<file path="config.mk">
export PLATFORM = sky130hd
export DESIGN_NAME = tile_plane_shifter
export DESIGN_NICKNAME = d
export VERILOG_FILES = /design/src/rtl/tile_plane_shifter.sv
export SDC_FILE = /design/constraint.sdc
export NUM_CORES = 1
export LEC_CHECK = 0
export ABC_AREA = 1
export BUFFER_PORTS_ARGS = -buffer_cell sky130_fd_sc_hd__buf_2
export CAP_MARGIN = 10
export CORE_MARGIN = 2
export CORE_UTILIZATION = 60
export CTS_BUF_LIST = sky130_fd_sc_hd__clkbuf_4
export DETAILED_ROUTE_END_ITERATION = 12
export HOLD_SLACK_MARGIN = 0.12
export PLACE_DENSITY_LB_ADDON = 0.08
export SYNTH_ARGS = -nofsm -noshare
export SYNTH_HDL_FRONTEND = slang
export SYNTH_SLANG_ARGS = --single-unit
</file>
<file path="constraint.sdc">
create_clock -name clk_24M -period 16.34 [get_ports clk_24M]
set_clock_uncertainty 0.05 [all_clocks]
set_input_delay 2.451 -clock clk_24M [delete_from_list [all_inputs] [get_ports clk_24M]]
set_output_delay 2.451 -clock clk_24M [all_outputs]
set_load 0.05 [all_outputs]
</file>
<file path="src/rtl/tile_plane_shifter.sv">
`default_nettype none
// ============================================================================
// Module   : tile_plane_shifter
// Brief    : Per-plane tile pixel serializer with 3-bit fine scroll window.
// Revision : 1.0  initial release
// ============================================================================
module tile_plane_shifter (
    input  logic        clk_24M,
    input  logic        RES,
    input  logic        PIX_CE,
    input  logic        LOAD,
    input  logic [31:0] ROM_D,
    input  logic [7:0]  COL,
    input  logic        HFLIP,
    input  logic [2:0]  FINE,
    input  logic        BLANK,
    output logic [3:0]  PIX,
    output logic [7:0]  PAL,
    output logic        OPAQUE
);

    localparam int c_DEPTH = 15;
    localparam int c_TILE  = 8;

    logic [11:0] r_win  [0:c_DEPTH-1];
    logic [11:0] w_next [0:c_DEPTH-1];
    logic [3:0]  w_dec  [0:c_TILE-1];
    logic [11:0] w_sel;
    logic [3:0]  r_pix;
    logic [7:0]  r_pal;
    logic        r_opaque;

    // Planar decode: plane p lives in byte p, pixel 0 is the MSB unless flipped.
    always_comb begin
        for (int k = 0; k < c_TILE; k++) begin
            w_dec[k] = 4'h0;
            for (int p = 0; p < 4; p++) begin
                w_dec[k][p] = HFLIP ? ROM_D[8*p + k] : ROM_D[8*p + 7 - k];
            end
        end
    end

    always_comb begin
        for (int i = 0; i < c_DEPTH - 1; i++) begin
            w_next[i] = r_win[i+1];
        end
        w_next[c_DEPTH-1] = 12'h000;
        if (LOAD) begin
            for (int k = 0; k < c_TILE; k++) begin
                w_next[7+k] = {w_dec[k], COL};
            end
        end
    end

    assign w_sel = r_win[FINE];

    always_ff @(posedge clk_24M or posedge RES) begin
        if (RES) begin
            for (int i = 0; i < c_DEPTH; i++) begin
                r_win[i] <= 12'h000;
            end
            r_pix    <= 4'h0;
            r_pal    <= 8'h00;
            r_opaque <= 1'b0;
        end else if (PIX_CE) begin
            for (int i = 0; i < c_DEPTH; i++) begin
                r_win[i] <= w_next[i];
            end
            r_pix    <= BLANK ? 4'h0 : w_sel[11:8];
            r_pal    <= w_sel[7:0];
            r_opaque <= (w_sel[11:8] != 4'h0) & ~BLANK;
        end
    end

    assign PIX    = r_pix;
    assign PAL    = r_pal;
    assign OPAQUE = r_opaque;

endmodule
`default_nettype wire

</file>
# Yosys cells after proc, flatten, opt, wreduce, memory -nomap -nowiden
# Cells that the tools add are included.
[word_totals]
register_bits = 193
input_bits = 49
output_inout_bits = 13
word_cells = 60
[classes]
magnitude_cmp = 1
mux = 37
bitwise_logic = 3
reduce_logical = 1
[op_table]
columns = ["cell", "count"]
rows = [
  ["96-bit 2-to-1 mux", 1],
  ["12-bit binary-select mux with 4-bit select", 1],
  ["1-bit 2-to-1 mux", 32],
  ["12-bit 2-to-1 mux", 2],
  ["4-bit by 5-bit greater-or-equal comparator with 1-bit output (second input constant)", 1],
  ["4-bit 2-to-1 mux", 1],
  ["3-bit inverter with 4-bit output", 1],
  ["4-bit nonzero test", 1],
  ["1-bit bitwise AND", 1],
  ["1-bit inverter", 1],
]

# Longest topological paths before layout
[logic_depth]
ltp_word = 6
mapped_depth = 12
depth_no_buf = 10

# Worst setup path after synthesis
# Ideal clock, no wire load.
[synth_timing]
kind = "input port to flip-flop"
start = "in FINE[0]"
end = "reg r_pal[2], in the netlist PAL[2]"
setup_ps = 118
arrival_time_ps = 3226
required_time_ps = 16172
setup_slack_ps = 12946
stages = 7
n_path_buf = 3
path_cell_list = "buf_6 -> buf_6 -> buf_4 -> o211ai_1 -> nand3_1 -> nand3_1 -> nand2_1"
[synth_via]
elab_chain_len = 4
[synth_rtl]
columns = ["element", "line_no", "rtl"]
rows = [
  ["start: declaration", "15", "input logic [2:0] FINE,"],
  ["3-bit inverter with 4-bit output (not written as such)", "55", "assign w_sel = r_win[FINE];"],
  ["12-bit binary-select mux with 4-bit select", "55", ""],
  ["12-bit 2-to-1 mux (not written as such) (2 in a row)", "55", ""],
  ["end signal: assignment", "70", "r_pal <= w_sel[7:0];"],
  ["end: declaration", "30", "logic [7:0] r_pal;"],
]
# No other way between the ends. The select of a mux whose other input is x is not followed.
# A chain may end at the register's enable or synchronous reset.

==> impl_metrics.toml <==
[global_routing]
grt_max_degree = 120
grt_first_pass_wirelength_mm = 30.5
gr-total-overflow = 0
grt_pass1_vias = 6355
antenna_found_initial = 1
grt_usage_pct = 23.5

[worst_setup_path]
cp.required_ns = 16.80
crit_start = "PIX_CE"
critPathCapture = "r_win[94]"
setup.worst_path.end_class = "flop"
rr_endpoint = "OPAQUE"
criticalPathCategory = "in -> reg"
worstPathArrival_ns = 4.91
cp-start-kind = "input port"
cpMostUsedCell = "buf_4"
max_stage_delay_ns = 0.61
reg2reg_from = "r_win[94]"
crit_chain = "buf_4, clkinv_2, buf_4, nor2_8, inv_4, o221ai_1"
ff2ff_path_depth = 10
path_depth = 6
critPathBufInv = 4
critPathTopFamily = "buffers and inverters"
slowest_stage = "nor2_8"
r2r_slack_ns = 15.03
crit_fanout = 119

[synthesis]
syn_avg_cell_area_um2 = 8.90
synth_cells = 992
syn_area_um2 = 8830
synth-seq-cells = 193
syn_nets = 1041
ys_seq_area_share_pct = 54.7
yosysWarnings = 0
synth.distinct_cells = 25

[clock_tree]
clockBufferDepth = 2
numCtsBuffers = 17
cts_root_buf = "clkbuf_4"
clk_latency_ns = 0.60
cts_tree = "done"
cts.clk_slew.worst_paths_ns = 0.17
ctsResizeCount = 0
cts_sinks = 193
post_cts_buffers = 0
cts_hold_buf = 0
cts-htree-levels = 4

[layout]
area_growth_syn_to_layout_pct = 5.58
layout_commonest_cell = "nand2_1"
layout_common_cells = "nand2_1 (265), dfrtp_1 (193), inv_1 (125), o21ai_0 (118), nand3_1 (67)"
fillers = 1212
multi_input_area_um2 = 3070
regArea_um2 = 4830
fin_area_um2 = 9320
fin_nets = 1059
drive_above_1_share_pct = 12.0

[die]
start_util_pct = 61.0
num_rows = 44
die-area_um2 = 15700
core_um2 = 14500
fp.dieH_um = 125
ios = 62
die_width_um = 125

[place]
place_area_um2 = 8970
dp.final_hpwl_mm = 9.94
gp_congestion = 0.766
port_buffers = 61

[detailed_routing]
drtPass1Iterations = 5
drc = 0
routed_wl_mm = 16.9
drt_iter0_drc = 573
wl_per_cell_um = 14.0
ant_nets = 0
vias = 6559
post_drt_via_cell_ratio = 5.43

[timing]
setup_viol = 0
totalNegativeSetupSlack_ns = 0
final_max_slew_viol_count = 0
rsz0062_at_grt = "false"
tightestPinTransition_ns = 1.13
fmax_mhz = 225
min_period_over_period_pct = 27.2
hold_viol = 0
slew_headroom_pct = 24.5
period_needed_ns = 4.45

[power]
ir_worst_vdd_uv = 106
total_power_mw = 1.04
power_leakage_nw = 4.57
power.density_nw_per_um2 = 112

[run_status]
status = "finished, final reports clean"

[flow_run]
max-cap-violations = 0

[hold_path]
min-delay-path-class = "reg -> reg"
[worst min-delay path by stage]
stage	cells past startpoint	end	slack, ns	from
2_1_floorplan	2	r_win[168]	0.40	r_win[168]
3_3_place_gp	2	r_win[104]	0.41	r_win[92]
3_5_place_dp	2	PAL[1]	0.41	PAL[1]
4_1_cts	2	r_win[60]	0.43	r_win[48]
5_1_grt	2	r_win[60]	0.46	r_win[48]
6_report	2	r_win[60]	0.42	r_win[48]
[flip-flops by register name, indices dropped and copies added (netlist names)]
signal,cells
r_win,180
PAL,8
PIX,4
OPAQUE,1
[synthesized netlist by cell type (all sizes together)]
cell | n | area share, %
o21ai | 134 | 7.7
a21oi | 31 | 1.8
o211ai | 47 | 4.6
nand2 | 271 | 12
dfrtp | 193 | 55
nand3 | 67 | 3.8
inv | 130 | 5.6
a22o | 4 | 0.40
o221ai | 36 | 3.6
clkbuf | 17 | 0.72
buf | 49 | 4.2
nor2 | 13 | 0.74
[power breakdown]
part | switching [mW] | internal, mW | total, mW | leakage (nW)
clock network | 0.174 | 0.127 | 0.301 | 0.179
logic | 0.114 | 0.0544 | 0.169 | 1.93
registers | 0.0290 | 0.543 | 0.572 | 2.46
[metrics by stage]
| step | worst slack (ns) | instances | util [%] | hold slack, ns |
|---|---|---|---|---|
| after floorplan | 8.58 | 992 | - | 0.398 |
| after global placement | 11.31 | 1175 | 62.0 | 0.406 |
| after detailed placement | 11.27 | 1175 | 62.0 | 0.410 |
| after CTS | 11.94 | 1207 | 64.4 | 0.430 |
| after global routing | 11.67 | 1208 | 64.4 | 0.458 |
| final | 11.89 | 1208 | 64.4 | 0.423 |
[cell families (layout without fill, tap and decap cells)]
family	count (synthesis)	count (layout)	share of synthesized area (%)
buffers and inverters	196	227	10.6
AND/OR/NAND/NOR	351	351	16.7
flip-flops	193	193	54.7
other	0	1	0
AO/OA/AOI/OAI	252	252	18.1
[cell type report]
type	count	area share (%)
Clock inverter	15	2.38
Antenna cell	1	0.0268
Timing Repair Buffer	65	3.62
Sequential cell	193	51.8
Inverter	130	5.43
Clock buffer	17	1.37
Tap cell	184	2.47
Multi-Input combinational cell	603	32.9
[worst min-delay path, delay by kind of cell (launching register included)]
kind             cells  cell delay [ns]
DFF                  1             0.37
and+or+nand+nor      2             0.10
[per-layer routing]
metal,GRT usage [%],part of all wire [%],vias to the layer above
met4,6.47,1.3,0
met5,0,0,-
met3,5.18,3.8,20
li1,-,-,3308
met1,33.6,49,3105
met2,36.9,46,126
(Power assumes the default switching activity.)
